[src/rtl/reorder_buffer.sv]
`default_nettype none
// ============================================================================
// Module   : reorder_buffer
// Purpose  : In-order retirement buffer: allocates tags, captures CDB results,
//            commits one entry per cycle and flushes on control mispredicts.
// Revision : 1.0 - initial release
// ============================================================================
module reorder_buffer #(
    parameter int ADDR_WIDTH   = 32,
    parameter int RoB_WIDTH    = 3,
    parameter int EX_RoB_WIDTH = RoB_WIDTH + 1
) (
    input  logic                    Sys_clk,
    input  logic                    Sys_rst_n,
    input  logic                    Sys_rdy,
    input  logic                    DPRoB_en,
    input  logic [6:0]              DPRoB_opcode,
    input  logic [4:0]              DPRoB_rd,
    input  logic [ADDR_WIDTH-1:0]   DPRoB_pc,
    input  logic [ADDR_WIDTH-1:0]   DPRoB_pred_pc,
    output logic [RoB_WIDTH-1:0]    RoBDP_index,
    output logic                    RoBDP_full,
    input  logic [EX_RoB_WIDTH-1:0] DPRoB_Qj,
    input  logic [EX_RoB_WIDTH-1:0] DPRoB_Qk,
    output logic                    RoBDP_Qj_ready,
    output logic                    RoBDP_Qk_ready,
    output logic [31:0]             RoBDP_Qj_value,
    output logic [31:0]             RoBDP_Qk_value,
    input  logic                    CDBRoB_RS_en,
    input  logic [RoB_WIDTH-1:0]    CDBRoB_RS_index,
    input  logic [31:0]             CDBRoB_RS_value,
    input  logic [ADDR_WIDTH-1:0]   CDBRoB_RS_next_pc,
    input  logic                    CDBRoB_LSB_en,
    input  logic [RoB_WIDTH-1:0]    CDBRoB_LSB_index,
    input  logic [31:0]             CDBRoB_LSB_value,
    output logic                    RoBRF_en,
    output logic [4:0]              RoBRF_rd,
    output logic [31:0]             RoBRF_value,
    output logic [RoB_WIDTH-1:0]    RoBRF_index,
    output logic                    RoBLSB_commit_en,
    output logic [RoB_WIDTH-1:0]    RoBLSB_commit_index,
    output logic                    RoBRS_pre_judge,
    output logic                    RoBIF_en,
    output logic [ADDR_WIDTH-1:0]   RoBIF_pc
);

    localparam int                      RoB_SIZE = 1 << RoB_WIDTH;
    localparam logic [EX_RoB_WIDTH-1:0] NON_DEP  = EX_RoB_WIDTH'(RoB_SIZE);
    localparam logic [6:0] c_OP_JAL   = 7'd3;
    localparam logic [6:0] c_OP_JALR  = 7'd4;
    localparam logic [6:0] c_OP_BR_LO = 7'd5;
    localparam logic [6:0] c_OP_BR_HI = 7'd10;
    localparam logic [6:0] c_OP_ST_LO = 7'd16;
    localparam logic [6:0] c_OP_ST_HI = 7'd18;

    logic [RoB_SIZE-1:0]   r_busy;
    logic [RoB_SIZE-1:0]   r_ready;
    logic [6:0]            r_opcode  [RoB_SIZE];
    logic [4:0]            r_rd      [RoB_SIZE];
    logic [31:0]           r_value   [RoB_SIZE];
    logic [ADDR_WIDTH-1:0] r_next_pc [RoB_SIZE];
    logic [ADDR_WIDTH-1:0] r_pred_pc [RoB_SIZE];
    logic [RoB_WIDTH-1:0]  r_head;
    logic [RoB_WIDTH-1:0]  r_tail;
    logic [RoB_WIDTH:0]    r_count;

    logic                 w_active;
    logic                 w_alloc;
    logic                 w_alloc_store;
    logic                 w_commit;
    logic [6:0]           w_head_op;
    logic                 w_head_store;
    logic                 w_head_branch;
    logic                 w_mispredict;
    logic [RoB_WIDTH-1:0] w_qj_idx;
    logic [RoB_WIDTH-1:0] w_qk_idx;
    logic                 w_qj_rs, w_qj_lsb, w_qk_rs, w_qk_lsb;
    logic                 w_unused_pc;

    assign w_unused_pc = ^DPRoB_pc;

    assign RoBDP_index = r_tail;
    assign RoBDP_full  = (r_count == (RoB_WIDTH+1)'(RoB_SIZE));

    // Nothing moves while stalled or during the flush cycle after a mispredict.
    assign w_active      = Sys_rdy && RoBRS_pre_judge;
    assign w_alloc       = w_active && DPRoB_en && !RoBDP_full;
    assign w_alloc_store = (DPRoB_opcode >= c_OP_ST_LO) && (DPRoB_opcode <= c_OP_ST_HI);
    assign w_commit      = w_active && r_busy[r_head] && r_ready[r_head];
    assign w_head_op     = r_opcode[r_head];
    assign w_head_store  = (w_head_op >= c_OP_ST_LO) && (w_head_op <= c_OP_ST_HI);
    assign w_head_branch = (w_head_op >= c_OP_BR_LO) && (w_head_op <= c_OP_BR_HI);
    assign w_mispredict  = w_commit
                         && (w_head_branch || (w_head_op == c_OP_JAL) || (w_head_op == c_OP_JALR))
                         && (r_next_pc[r_head] != r_pred_pc[r_head]);

    // Operand queries forward a same-cycle CDB result ahead of the stored one.
    assign w_qj_idx = DPRoB_Qj[RoB_WIDTH-1:0];
    assign w_qk_idx = DPRoB_Qk[RoB_WIDTH-1:0];
    assign w_qj_rs  = CDBRoB_RS_en  && (CDBRoB_RS_index  == w_qj_idx);
    assign w_qj_lsb = CDBRoB_LSB_en && (CDBRoB_LSB_index == w_qj_idx);
    assign w_qk_rs  = CDBRoB_RS_en  && (CDBRoB_RS_index  == w_qk_idx);
    assign w_qk_lsb = CDBRoB_LSB_en && (CDBRoB_LSB_index == w_qk_idx);

    assign RoBDP_Qj_ready = (DPRoB_Qj != NON_DEP) && (r_ready[w_qj_idx] || w_qj_rs || w_qj_lsb);
    assign RoBDP_Qk_ready = (DPRoB_Qk != NON_DEP) && (r_ready[w_qk_idx] || w_qk_rs || w_qk_lsb);
    assign RoBDP_Qj_value = w_qj_rs ? CDBRoB_RS_value : (w_qj_lsb ? CDBRoB_LSB_value : r_value[w_qj_idx]);
    assign RoBDP_Qk_value = w_qk_rs ? CDBRoB_RS_value : (w_qk_lsb ? CDBRoB_LSB_value : r_value[w_qk_idx]);

    always_ff @(posedge Sys_clk or negedge Sys_rst_n) begin
        if (!Sys_rst_n) begin
            r_busy              <= '0;
            r_ready             <= '0;
            r_head              <= '0;
            r_tail              <= '0;
            r_count             <= '0;
            for (int i = 0; i < RoB_SIZE; i++) begin
                r_opcode[i]  <= '0;
                r_rd[i]      <= '0;
                r_value[i]   <= '0;
                r_next_pc[i] <= '0;
                r_pred_pc[i] <= '0;
            end
            RoBRF_en            <= 1'b0;
            RoBRF_rd            <= '0;
            RoBRF_value         <= '0;
            RoBRF_index         <= '0;
            RoBLSB_commit_en    <= 1'b0;
            RoBLSB_commit_index <= '0;
            RoBRS_pre_judge     <= 1'b1;
            RoBIF_en            <= 1'b0;
            RoBIF_pc            <= '0;
        end else begin
            RoBRF_en         <= 1'b0;
            RoBLSB_commit_en <= 1'b0;
            RoBIF_en         <= 1'b0;
            RoBRS_pre_judge  <= 1'b1;
            if (w_active) begin
                if (CDBRoB_RS_en && r_busy[CDBRoB_RS_index]) begin
                    r_ready[CDBRoB_RS_index]   <= 1'b1;
                    r_value[CDBRoB_RS_index]   <= CDBRoB_RS_value;
                    r_next_pc[CDBRoB_RS_index] <= CDBRoB_RS_next_pc;
                end
                if (CDBRoB_LSB_en && r_busy[CDBRoB_LSB_index]) begin
                    r_ready[CDBRoB_LSB_index] <= 1'b1;
                    r_value[CDBRoB_LSB_index] <= CDBRoB_LSB_value;
                end
                if (w_alloc) begin
                    r_busy[r_tail]    <= 1'b1;
                    r_ready[r_tail]   <= w_alloc_store;
                    r_opcode[r_tail]  <= DPRoB_opcode;
                    r_rd[r_tail]      <= DPRoB_rd;
                    r_pred_pc[r_tail] <= DPRoB_pred_pc;
                    r_tail            <= r_tail + 1'b1;
                end
                if (w_commit) begin
                    r_busy[r_head]      <= 1'b0;
                    r_head              <= r_head + 1'b1;
                    RoBRF_en            <= !w_head_branch && !w_head_store && (r_rd[r_head] != 5'd0);
                    RoBRF_rd            <= r_rd[r_head];
                    RoBRF_value         <= r_value[r_head];
                    RoBRF_index         <= r_head;
                    RoBLSB_commit_en    <= w_head_store;
                    RoBLSB_commit_index <= r_head;
                end
                r_count <= r_count + (RoB_WIDTH+1)'(w_alloc) - (RoB_WIDTH+1)'(w_commit);
                // A mispredict discards everything younger, including this cycle's allocation.
                if (w_mispredict) begin
                    r_busy          <= '0;
                    r_head          <= '0;
                    r_tail          <= '0;
                    r_count         <= '0;
                    RoBRS_pre_judge <= 1'b0;
                    RoBIF_en        <= 1'b1;
                    RoBIF_pc        <= r_next_pc[r_head];
                end
            end
        end
    end

endmodule
`default_nettype wire
[config.mk]
export PLATFORM = sky130hd
export DESIGN_NAME = reorder_buffer
export DESIGN_NICKNAME = d
export VERILOG_FILES = /design/src/rtl/reorder_buffer.sv
export SDC_FILE = /design/constraint.sdc
export NUM_CORES = 2
export LEC_CHECK = 0
export ABC_CLOCK_PERIOD_IN_PS = 4300
export CAP_MARGIN = 25
export CORE_MARGIN = 4
export CORE_UTILIZATION = 30
export CTS_CLUSTER_DIAMETER = 60
export DETAILED_ROUTE_END_ITERATION = 8
export PLACE_DENSITY = 0.46
export SYNTH_ARGS = -nofsm -noshare
export SYNTH_HDL_FRONTEND = slang
export SYNTH_SLANG_ARGS = --single-unit
export TNS_END_PERCENT = 1
[constraint.sdc]
create_clock -name Sys_clk -period 4.3 [get_ports Sys_clk]
set_input_delay 0.645 -clock Sys_clk [delete_from_list [all_inputs] [get_ports Sys_clk]]
set_output_delay 0.645 -clock Sys_clk [all_outputs]
set_load 0.1 [all_outputs]
==> impl_metrics.env <==
export IMPL_status="finished clean"
export IMPL_min_path_type="reg -> reg"
export IMPL_clkSinkCount=966
export IMPL_syn_avg_cell_area_um2=11.2
export IMPL_drive_gt1_share_pct=26.9
export IMPL_grt_use_met2_pct=35.8
export IMPL_grt_pass1_vias=38600
export IMPL_drv_cap=0
export IMPL_synthCells=4440
export IMPL_critPathLaunchType="flip-flop"
export IMPL_nets=4840
export IMPL_synth_top_family_by_area="multiplexers"
export IMPL_synth_most_common_cell="dfrtp_1"
export IMPL_place_area_um2=57100
export IMPL_net_switching_power_w=0.0215
export IMPL_grt_use_met1_pct=27.5
export IMPL_rows=149
export IMPL_hold_viol_final=0
export IMPL_fp_dieH_um=416
export IMPL_synth_simple_area_share_pct=8.99
export IMPL_cp_end_kind="flip-flop"
export IMPL_die_w_um=416
export IMPL_worstHoldEndpoint="r_pred_pc[148]$_DFFE_PN0P_"
export IMPL_max_slew_margin_pct=31.3
export IMPL_critPathBufInv=6
export IMPL_wl_per_cell_um=26.5
export IMPL_routed_wl_um=184000
export IMPL_io_pins=341
export IMPL_drtIter0Drc=2939
export IMPL_ys_warn_count=0
export IMPL_crit_chain="buf_12 -> buf_12 -> buf_4 -> mux4_2 -> mux2i_1 -> o21a_1 -> xnor2_1 -> nor3_1 -> buf_4 -> o31ai_2 -> inv_2 -> buf_12 -> mux2_2"
export IMPL_finalCritPeriodShare_pct=90.4
export IMPL_peakVddDrop_mv=0.697
export IMPL_globalRouteTotalUtil_pct=20.9
export IMPL_critPathMaxStageDelay_ns=0.66
export IMPL_power_share_clock_pct=20.7
export IMPL_cp_common_cell="buf_12"
export IMPL_fp_dieArea_um2=173000
export IMPL_post_cts_setup_buffers=0
export IMPL_cts_buffer_depth=3
export IMPL_viasPerCell=5.37
export IMPL_p_int_w=0.0300
export IMPL_grt_max_degree=156
export IMPL_gp_congestion=0.782
export IMPL_portBuffers=308
export IMPL_cts_resized_gates=0
export IMPL_synthAdderAreaFrac_pct=0.216
export IMPL_worstHoldStart="r_pred_pc[148]$_DFFE_PN0P_"
export IMPL_core_region_area_um2=165000
export IMPL_slew_violations=0
export IMPL_path_class="reg -> reg"
export IMPL_final_fill_count=16200
export IMPL_fin_cells=6941
export IMPL_dp_slack_ns=0.307
export IMPL_dpl_hpwl_um=110000
export IMPL_cts_made_buffers=120
export IMPL_arrival_ns=4.53
export IMPL_min_path_cells=2
export IMPL_vias=37300
export IMPL_finalSetupViolations=0
export IMPL_antenna_found_initial=26
export IMPL_finClkSkew_ns=0.0518
export IMPL_area_delta_synth_final_pct=22.8
export IMPL_drtPass1Iterations=5
export IMPL_crit_required_ns=4.94
export IMPL_ant_nets=0
export IMPL_busiest_layer="met2"
export IMPL_cts_tree="built"
export IMPL_yosysTopAreaCell="dfrtp_1"
export IMPL_netlist_area_um2=49900
export IMPL_muxShareOfSynthArea_pct=28.4
export IMPL_synth_top_flop_cell="dfrtp_1"
export IMPL_utilization_pct=37.1
export IMPL_p_comb_share_pct=48.0
export IMPL_rrSetupSlack_ns=0.41
export IMPL_synth_top_cell_area_share_pct=48.4
export IMPL_rsz0062_at_grt="false"
export IMPL_grt_overflow_total=0
export IMPL_placed_cells=6706
export IMPL_reg2reg_depth=13
export IMPL_slowest_stage="dfrtp_4"
export IMPL_use_met3_pct=3.08
export IMPL_seq_power_share_pct=31.2
export IMPL_period_needed_ns=3.89
export IMPL_synth_compound_area_share_pct=9.31
export IMPL_p_sw_share_pct=41.7
export IMPL_ys_seq_elements=966
export IMPL_synth_area_leaders="dfrtp_1, mux4_2, mux2_2, nand2_1, mux2i_1"
export IMPL_ys_top_cells_by_count="dfrtp_1, nand2_1, mux2_2"
export IMPL_grt_pass1_wl_um=271000
export IMPL_ys_types=49
export IMPL_crit_reg2reg_launch="r_head[0]$_DFFE_PN0P_"
export IMPL_worst_slew_pin_slew_ns=1.03
export IMPL_synth_edff_count=0
export IMPL_cp_max_fo=25
export IMPL_cp_top_family="buffers and inverters"
export IMPL_cts_reportedPaths_clkPinSlew_ns=0.06
export IMPL_fin_area_um2=61300
export IMPL_leakage_nw=26.1
export IMPL_start_util_pct=30.2
export IMPL_clk_latency_ns=0.77
export IMPL_syn_nets=4640
export IMPL_ys_seq_area_share_pct=48.4
export IMPL_h_tree_depth=3
export IMPL_synth_xor_area_share_pct=0.860
export IMPL_fin_ws_ns=0.414
export IMPL_p_per_area_nw_per_um2=840
export IMPL_drc=0
export IMPL_cts_root_buf="clkbuf_16"
export IMPL_fmax_mhz=257
export IMPL_worstReg2RegEnd="RoBIF_pc[2]$_DFFE_PN0P_"
export IMPL_async_reset_ff_share_pct=100
export IMPL_fin_tns_setup_ns=0
## cells in the final DEF (no fill, tap or decap), types with 8 or more instances in the layout
cell	synthesis	layout
o22ai_1	315	315
clkbuf_16	0	120
nor4_1	9	9
nand3_2	0	10
xnor2_1	32	32
a31oi_1	8	8
mux2_2	451	451
a21oi_1	338	336
mux2_4	19	19
mux2i_1	239	239
xor2_1	17	17
clkbuf_1	293	26
buf_4	14	141
dfrtp_1	965	962
clkinv_2	0	23
clkdlybuf4s50_1	0	234
nand2_1	701	698
bufinv_16	0	12
nand2b_1	10	9
a221oi_1	14	14
nand4_1	10	10
o21ai_0	134	89
nor2_1	364	351
inv_1	23	22
buf_12	0	120
nor2_4	0	13
clkbuf_8	0	28
o21ai_1	0	45
mux4_2	285	285
## what timing repair did
item / 4_1_cts / 5_1_grt
setup endpoints to repair: 0 / 0
endpoints found under the hold margin: 17 / 0
hold buffers: 1 / 0
## state kept, by name, summed over array words and instances (netlist names), 32 cells and up
name	flops
r_value	256
RoBRF_value	32
r_rd	40
RoBIF_pc	32
r_pred_pc	256
r_opcode	56
r_next_pc	256
## power by group through the flow
stage	registers, W	clock network (W)	logic (W)
after global placement	0.0160	0	0.0246
after detailed placement	0.0162	0	0.0250
after CTS	0.0160	0.0109	0.0250
after floorplan	0.0174	0	0.0151
final	0.0161	0.0107	0.0247
after global routing	0.0166	0.0113	0.0264
## cells by family after synthesis
logic type,count (synthesis)
fa+ha+maj,8
simple gates,1146
xor+xnor,49
flops,966
mux,994
buf+inv,451
compound gates,826
## through the flow
step                hold WS (ns)  power, W
finish                     0.469    0.0515
global route               0.486    0.0543
CTS                        0.474    0.0520
detailed placement         0.458    0.0411
global placement           0.454    0.0406
floorplan                  0.349    0.0325
## layout make-up
cell class / instances / area, um^2 / area share, %
sequential: 966 / 24200 / 39.5
multi-input combinational: 3023 / 24100 / 39.3
timing repair buffer: 504 / 5980 / 9.75
clock buffer: 174 / 3490 / 5.69
tap: 2189 / 2740 / 4.47
clock inverter: 55 / 732 / 1.19
inverter: 25 / 96.3 / 0.157
antenna: 5 / 12.5 / 0.0204
## tightest hold or removal path, stage by stage (launching register included)
cell and delay [ns]:
dfrtp_1 0.33, nand2_1 0.05, nand2_1 0.05
## how the worst max path moves through the flow
stage                     cells after the start  slack [ns]                  endpoint             startpoint
after floorplan                               9       -0.60        RoBDP_Qj_value[13]            DPRoB_Qj[0]
after global placement                       11        0.31   RoBIF_pc[2]$_DFFE_PN0P_  r_head[1]$_DFFE_PN0P_
after detailed placement                     11        0.31   RoBIF_pc[2]$_DFFE_PN0P_  r_head[1]$_DFFE_PN0P_
after CTS                                    12        0.32  RoBIF_pc[12]$_DFFE_PN0P_  r_head[1]$_DFFE_PN0P_
after global routing                         12        0.23  RoBIF_pc[12]$_DFFE_PN0P_  r_head[1]$_DFFE_PN0P_
final                                        13        0.41   RoBIF_pc[2]$_DFFE_PN0P_  r_head[0]$_DFFE_PN0P_
## layer usage
metal	part of all wire (%)	up-vias
met5	0.024	-
met4	3.0	8
met3	5.3	346
met2	49	1216
met1	42	19300
li1	-	16400
Power figures use the tool's default switching activity.
